--- src/rtl/vout_pkg.sv ---
// Shared definitions for the vout output-conditioning plugins.
// Holds the code/setpoint widths, the ramp state encoding and the
// saturating converter from a signed host level to an 8-bit pot code.
package vout_pkg;

  localparam int VALUE_W = 8;
  localparam int SP_W    = 32;

  typedef enum logic [1:0] {
    IDLE = 2'd0,
    UP   = 2'd1,
    DOWN = 2'd2
  } ramp_state_e;

  // Clamp a signed 32-bit level into the 0..255 pot code range.
  function automatic logic [VALUE_W-1:0] sat_u8(input logic signed [SP_W-1:0] s);
    logic [VALUE_W-1:0] r;
    if (s < 32'sd0) begin
      r = 8'd0;
    end else if (s > 32'sd255) begin
      r = 8'd255;
    end else begin
      r = s[VALUE_W-1:0];
    end
    return r;
  endfunction

endpackage

--- src/rtl/vout_spipoti_ramp_tick_div.sv ---
// tick_div: free-running tick generator shared by the vout plugins.
// A down-counter starts at DIV-1; tick is high for the one cycle in which
// the count is 0, after which the counter reloads DIV-1. DIV = 1 gives a
// tick on every cycle.
// Ports:
//   clk  - system clock
//   rst  - synchronous, active-high reset (reloads the counter)
//   tick - registered one-cycle strobe, once every DIV clocks
module tick_div #(
  parameter int DIV = 400000
) (
  input  logic clk,
  input  logic rst,
  output logic tick
);

  localparam int               CNT_W  = (DIV > 1) ? $clog2(DIV) : 1;
  localparam logic [CNT_W-1:0] RELOAD = CNT_W'(DIV - 1);
  // When the counter reloads, the tick for the following cycle is only
  // high if the reload value itself is 0.
  localparam logic             TICK_ON_RELOAD = (DIV == 1);

  logic [CNT_W-1:0] cnt_r;
  logic             tick_r;

  // Counter and registered tick; tick_r always mirrors (cnt_r == 0).
  always_ff @(posedge clk) begin
    if (rst) begin
      cnt_r  <= RELOAD;
      tick_r <= TICK_ON_RELOAD;
    end else if (cnt_r == {CNT_W{1'b0}}) begin
      cnt_r  <= RELOAD;
      tick_r <= TICK_ON_RELOAD;
    end else begin
      cnt_r  <= cnt_r - CNT_W'(1);
      tick_r <= (cnt_r == CNT_W'(1));
    end
  end

  assign tick = tick_r;

endmodule

--- src/rtl/vout_spipoti_ramp.sv ---
// vout_spipoti_ramp: conditioning stage ahead of the SPI digital-pot driver.
// Scales and saturates a signed host setpoint into an 8-bit pot code, then
// slew-limits the output so it moves by at most STEP codes per tick, with
// one tick every STEP_DIV clocks.
// Ports:
//   clk            - system clock
//   rst            - synchronous, active-high reset
//   setpoint       - signed requested level, host units
//   setpoint_valid - one-cycle strobe capturing setpoint
//   enable         - high: follow request; low: ramp to SAFE_VALUE
//   value          - registered pot code to the SPI driver
//   changed        - one-cycle pulse in the cycle value takes a new code
//   at_target      - registered (value == effective target)
module vout_spipoti_ramp
  import vout_pkg::*;
#(
  parameter int SHIFT      = 0,
  parameter int STEP       = 8,
  parameter int STEP_DIV   = 400000,
  parameter int INIT_VALUE = 0,
  parameter int SAFE_VALUE = 0
) (
  input  logic              clk,
  input  logic              rst,
  input  logic [SP_W-1:0]   setpoint,
  input  logic              setpoint_valid,
  input  logic              enable,
  output logic [VALUE_W-1:0] value,
  output logic              changed,
  output logic              at_target
);

  localparam logic [VALUE_W-1:0] STEP_C = VALUE_W'(STEP);
  localparam logic [VALUE_W-1:0] INIT_C = VALUE_W'(INIT_VALUE);
  localparam logic [VALUE_W-1:0] SAFE_C = VALUE_W'(SAFE_VALUE);

  logic                     tick_s;
  logic signed [SP_W-1:0]   sp_scaled_s;
  logic [VALUE_W-1:0]       request_r;
  logic [VALUE_W-1:0]       target_s;
  logic [VALUE_W-1:0]       value_r;
  logic [VALUE_W-1:0]       value_next_s;
  logic                     changed_r;
  logic                     changed_next_s;
  logic                     at_target_r;
  ramp_state_e              state_r;
  ramp_state_e              state_next_s;
  logic                     go_up_s;
  logic                     go_down_s;
  logic [VALUE_W:0]         sum_s;
  logic signed [VALUE_W:0]  diff_s;
  logic [VALUE_W-1:0]       up_val_s;
  logic [VALUE_W-1:0]       dn_val_s;

  tick_div #(
    .DIV (STEP_DIV)
  ) u_tick_div (
    .clk  (clk),
    .rst  (rst),
    .tick (tick_s)
  );

  assign sp_scaled_s = $signed(setpoint) >>> SHIFT;

  // Request register: latches the scaled, saturated setpoint on each strobe,
  // regardless of enable, so a write while disabled applies on re-enable.
  always_ff @(posedge clk) begin
    if (rst) begin
      request_r <= INIT_C;
    end else if (setpoint_valid) begin
      request_r <= sat_u8(sp_scaled_s);
    end else begin
      request_r <= request_r;
    end
  end

  assign target_s  = enable ? request_r : SAFE_C;
  assign go_up_s   = (target_s > value_r);
  assign go_down_s = (target_s < value_r);

  // Candidate codes are formed one bit wider than the code so that an
  // upward step cannot wrap past 255 and a downward step cannot wrap below 0.
  assign sum_s    = {1'b0, value_r} + {1'b0, STEP_C};
  assign diff_s   = $signed({1'b0, value_r}) - $signed({1'b0, STEP_C});
  assign up_val_s = (sum_s > {1'b0, target_s}) ? target_s : sum_s[VALUE_W-1:0];
  assign dn_val_s = (diff_s < $signed({1'b0, target_s})) ? target_s : diff_s[VALUE_W-1:0];

  // Ramp direction tracking and slew-limited step on each tick.
  always_comb begin
    state_next_s   = state_r;
    value_next_s   = value_r;
    changed_next_s = 1'b0;

    case (state_r)
      IDLE: begin
        if (go_up_s) begin
          state_next_s = UP;
        end else if (go_down_s) begin
          state_next_s = DOWN;
        end else begin
          state_next_s = IDLE;
        end
      end
      UP: begin
        if (go_down_s) begin
          state_next_s = DOWN;
        end else begin
          state_next_s = UP;
        end
      end
      DOWN: begin
        if (go_up_s) begin
          state_next_s = UP;
        end else begin
          state_next_s = DOWN;
        end
      end
      default: begin
        state_next_s = IDLE;
      end
    endcase

    // The step direction follows the live comparison, so a reversed target
    // is honoured on the very next tick without overshooting.
    if (tick_s && go_up_s) begin
      value_next_s   = up_val_s;
      changed_next_s = 1'b1;
    end else if (tick_s && go_down_s) begin
      value_next_s   = dn_val_s;
      changed_next_s = 1'b1;
    end else begin
      value_next_s   = value_r;
      changed_next_s = 1'b0;
    end

    if (value_next_s == target_s) begin
      state_next_s = IDLE;
    end else begin
      state_next_s = state_next_s;
    end
  end

  // Output and state registers.
  always_ff @(posedge clk) begin
    if (rst) begin
      state_r     <= IDLE;
      value_r     <= INIT_C;
      changed_r   <= 1'b0;
      at_target_r <= 1'b1;
    end else begin
      state_r     <= state_next_s;
      value_r     <= value_next_s;
      changed_r   <= changed_next_s;
      at_target_r <= (value_next_s == target_s);
    end
  end

  assign value     = value_r;
  assign changed   = changed_r;
  assign at_target = at_target_r;

endmodule

--- config.mk ---
export PLATFORM = sky130hd
export DESIGN_NAME = vout_spipoti_ramp
export DESIGN_NICKNAME = d
export VERILOG_FILES = /design/src/rtl/vout_pkg.sv /design/src/rtl/vout_spipoti_ramp_tick_div.sv /design/src/rtl/vout_spipoti_ramp.sv
export SDC_FILE = /design/constraint.sdc
export NUM_CORES = 1
export LEC_CHECK = 0
export CAP_MARGIN = 20
export CORE_MARGIN = 2
export CORE_UTILIZATION = 58
export DETAILED_ROUTE_END_ITERATION = 10
export PLACE_DENSITY = 0.95
export SLEW_MARGIN = 20
export SYNTH_ARGS = -nofsm -noshare
export SYNTH_HDL_FRONTEND = slang
export SYNTH_SLANG_ARGS = --single-unit
--- constraint.sdc ---
create_clock -name clk -period 9.3 [get_ports clk]
set_input_delay 0.93 -clock clk [delete_from_list [all_inputs] [get_ports clk]]
set_output_delay 0.93 -clock clk [all_outputs]
set_load 0.01 [all_outputs]
==> impl_summary.log <==
INFO  metric numPlacedInstances = 432
INFO  metric routabilityCongestion = 1.04
INFO  metric cts.repair.resized = 0
INFO  metric drv.max_cap_violation_count = 0
INFO  metric netSwitchingPower = 93.3 uW
INFO  metric grt-ovfl-total = 0
INFO  metric syn_inst = 347
INFO  metric top_level_ports = 46
INFO  metric synth-edff-count = 0
INFO  metric yosysTopAreaCell = dfxtp_1
INFO  metric initialDrtViolationCount = 169
INFO  metric global_route.usage.met1 = 0.353
INFO  metric clock_power_share = 0.435
INFO  metric instances_no_fill = 440
INFO  metric worstSkewPairLatency = 0.30 ns
INFO  metric wire_per_inst = 16.5 microns
INFO  metric synth_compound_area_frac = 0.174
INFO  metric detail_route.vias_per_cell = 6.20
INFO  metric whs = 0.493 ns
INFO  metric worst_setup_path_end_kind = register
INFO  metric grt_setup_unrepaired = false
INFO  metric tightestPinTransition = 0.892 ns
INFO  metric yosys_register_bits = 38
INFO  metric globalRouteMet2Util = 0.507
INFO  metric finalSetupViolations = 0
INFO  metric muxShareOfSynthArea = 0.0552
INFO  metric crit_required = 9.51 ns
INFO  metric grt_util_met3 = 0.0444
INFO  metric power.density = 119 nW/um^2
INFO  metric r2r-end = at_target
INFO  metric cts_tree = built
INFO  metric path_class = in -> reg
INFO  metric num_rows = 24
INFO  metric drtAntennaViolNets = 0
INFO  metric final.fill_count = 323
INFO  metric power_frac_seq = 0.429
INFO  metric clock-sinks = 38
INFO  metric clockRootBuffer = clkbuf_8
INFO  metric seq_area_frac_synth = 0.280
INFO  metric dieArea = 5260 sq um
INFO  metric synthArstFlopShare = 0
INFO  metric detailedRoute.firstPassIterationCount = 5
INFO  metric synth_adder_area_share = 0.110
INFO  metric grt_pass1_wl = 12,100 microns
INFO  metric synthesis.area = 2720 sq um
INFO  metric drt-total-wl = 7270 microns
INFO  metric combinationalPowerShare = 0.136
INFO  metric p_int = 301 uW
INFO  metric synth-warning-count = 0
INFO  metric crit_path_max_fanout = 11
INFO  metric num_vias = 2,727
INFO  metric timing.final.max_slew_violations = 0
INFO  metric worstPathArrival = 4.51 ns
INFO  metric peakVddDrop = 0.122 mV
INFO  metric grt_start_max_net_pins = 20
INFO  metric cts_max_level = 2
INFO  metric crit_start = enable
INFO  metric post-route-min-period = 4.31 ns
INFO  metric number_of_global_route_vias_before_repair = 2,680
INFO  metric synth.top_cell.area_share = 0.280
INFO  metric power.share.switching = 0.237
INFO  metric setup.worst_path.end = at_target
INFO  metric postCtsSetupRepairBufs = 0
INFO  metric initial_core_util = 0.612
INFO  metric synthSimpleGateAreaFrac = 0.254
INFO  metric synthToLayoutAreaGrowth = 22.1%
INFO  metric nets = 447
INFO  metric fin_crit_sh = 0.463
INFO  metric synth_xor_area_frac = 0.0708
INFO  metric buffers_on_ports = 45
INFO  metric fp.coreArea = 4440 sq um
INFO  metric clk_pin_slew_worst_paths = 0.08 ns
INFO  metric startpoint_types = input pin
INFO  metric die_width = 72.5 microns
INFO  metric slew-limit-headroom = 0.398
INFO  metric synth-main-ff-cell = dfxtp_1
INFO  metric dieHeight = 72.5 microns
INFO  metric antenna_diodes = 0
INFO  metric synthesis.nets = 407
INFO  metric grt_usage = 0.294
INFO  metric cts_hold_buf = 0
INFO  metric clock_path_buffers = 2
INFO  metric detail_route.drc_violations = 0
INFO  metric gr-max-usage-layer = met2
INFO  metric timing.reg2reg.worst_path_depth = 13
INFO  metric timing.fmax = 232 MHz
INFO  metric most_area_consuming_cells_after_synthesis = dfxtp_1 (28%), ha_1 (11%), nor2_1 (6.6%)
INFO  metric worst_r2r_startpoint = value[3]
INFO  metric min-delay-path-class = reg -> reg
INFO  metric synth_cell_type_count = 53
INFO  metric syn_avg_cell_area = 7.84 sq um
INFO  metric r2r_slack = 5.43 ns
INFO  metric finClkSkew = 0.00374 ns
INFO  metric synth_top_family_by_area = simple AND/OR/NAND/NOR gates
INFO  metric total_leakage_power = 0.00131 uW
INFO  metric setup_tns = 0 ns
INFO  metric dp_hpwl = 5360 microns
INFO  metric antenna_violations_before_repair = 0
INFO  metric final_layout_size_suffix_gt1_frac = 0.0464
INFO  metric run_status = finished, final reports clean
INFO  metric cts_made_buffers = 5
INFO  metric hold_viol = 0
-- power groups by stage --
| stage | clock network (uW) | logic, uW | registers, uW |
|---|---|---|---|
| 6_report | 171 | 53.6 | 169 |
| 2_1_floorplan | 0 | 29.8 | 172 |
| 3_3_place_gp | 0 | 50.1 | 173 |
| 5_1_grt | 179 | 58.6 | 170 |
| 3_5_place_dp | 0 | 52.2 | 173 |
| 4_1_cts | 172 | 52.9 | 169 |
-- synthesized netlist by cell type (6+ instances only) --
library cell and instances:
nor2_1 48, dfxtp_1 38, nand2_1 33, inv_1 27, ha_1 24, xnor2_1 17, mux2i_1 15, nor3_1 15
a21oi_1 14, o21ai_0 14, nand3_1 8, nor4_1 6
-- worst min-delay path by stage --
stage                        startpoint                  end  cells past startpoint
floorplan           u_tick_div.cnt_r[0]  u_tick_div.cnt_r[0]                      1
global placement    u_tick_div.cnt_r[0]  u_tick_div.cnt_r[0]                      1
detailed placement  u_tick_div.cnt_r[0]  u_tick_div.cnt_r[0]                      1
finish              u_tick_div.cnt_r[0]  u_tick_div.cnt_r[0]                      1
global route        u_tick_div.cnt_r[0]  u_tick_div.cnt_r[0]                      1
CTS                 u_tick_div.cnt_r[0]  u_tick_div.cnt_r[0]                      1
-- worst max-delay path, stage by stage --
cell	delay, ns
clkdlybuf4s50_1	0.61
nand2_1	0.22
inv_1	0.16
ha_1	0.25
a21o_1	0.18
a21oi_1	0.36
inv_1	0.08
o21ai_1	0.62
mux2i_1	0.27
o21a_1	0.24
a211o_1	0.31
o41ai_2	0.27
-- state kept, by name, summed over array words and instances, names as in the netlist --
signal and flops:
at_target 1, changed 1, request_r 8, u_tick_div.cnt_r 19, u_tick_div.tick 1, value 8
-- per-layer routing --
layer,vias up,wire (microns)
li1,1296,-
met1,1286,3070
met2,119,3600
met3,26,358
met4,0,237
met5,-,0
-- cells by family (layout without fill, tap and decap cells) --
| family | Yosys count | count (layout) |
|---|---|---|
| compound gates | 67 | 67 |
| flops | 38 | 38 |
| fa+ha+maj | 24 | 24 |
| simple gates | 142 | 142 |
| xor+xnor | 22 | 22 |
| buf+inv | 39 | 80 |
| mux | 15 | 15 |
-- per-stage QoR --
| step | utilization | setup WS (ns) | total power [uW] | cell area (sq um) |
|---|---|---|---|---|
| floorplan | - | 5.92 | 202 | 2720 |
| global placement | 0.717 | 4.84 | 223 | 3190 |
| detailed placement | 0.717 | 4.79 | 225 | 3190 |
| CTS | 0.748 | 5.09 | 394 | 3320 |
| global route | 0.748 | 4.82 | 407 | 3320 |
| finish | 0.748 | 4.99 | 394 | 3320 |
-- cell usage in the layout, fill, tap and decap left out, types with 4 or more instances in the layout --
master and instances:
a211oi_1 5, a21o_1 4, a21oi_1 14, and2_1 4
and3_1 4, clkbuf_8 5, clkdlybuf4s50_1 45, dfxtp_1 38
ha_1 24, inv_1 27, mux2i_1 15, nand2_1 33
nand3_1 8, nor2_1 48, nor3_1 15, nor4_1 6
o21ai_0 13, o22ai_1 5, or3_1 4, xnor2_1 17
xor2_1 5
-- layout make-up --
class	count	area [sq um]	area share
Multi-Input combinational cell	270	1810	0.544
Inverter	27	101	0.0305
Sequential cell	38	761	0.229
Timing Repair Buffer	45	450	0.136
Clock inverter	3	68.8	0.0207
Tap cell	52	65.1	0.0196
Clock buffer	5	68.8	0.0207
No activity file was read; power rests on OpenSTA's default activity.
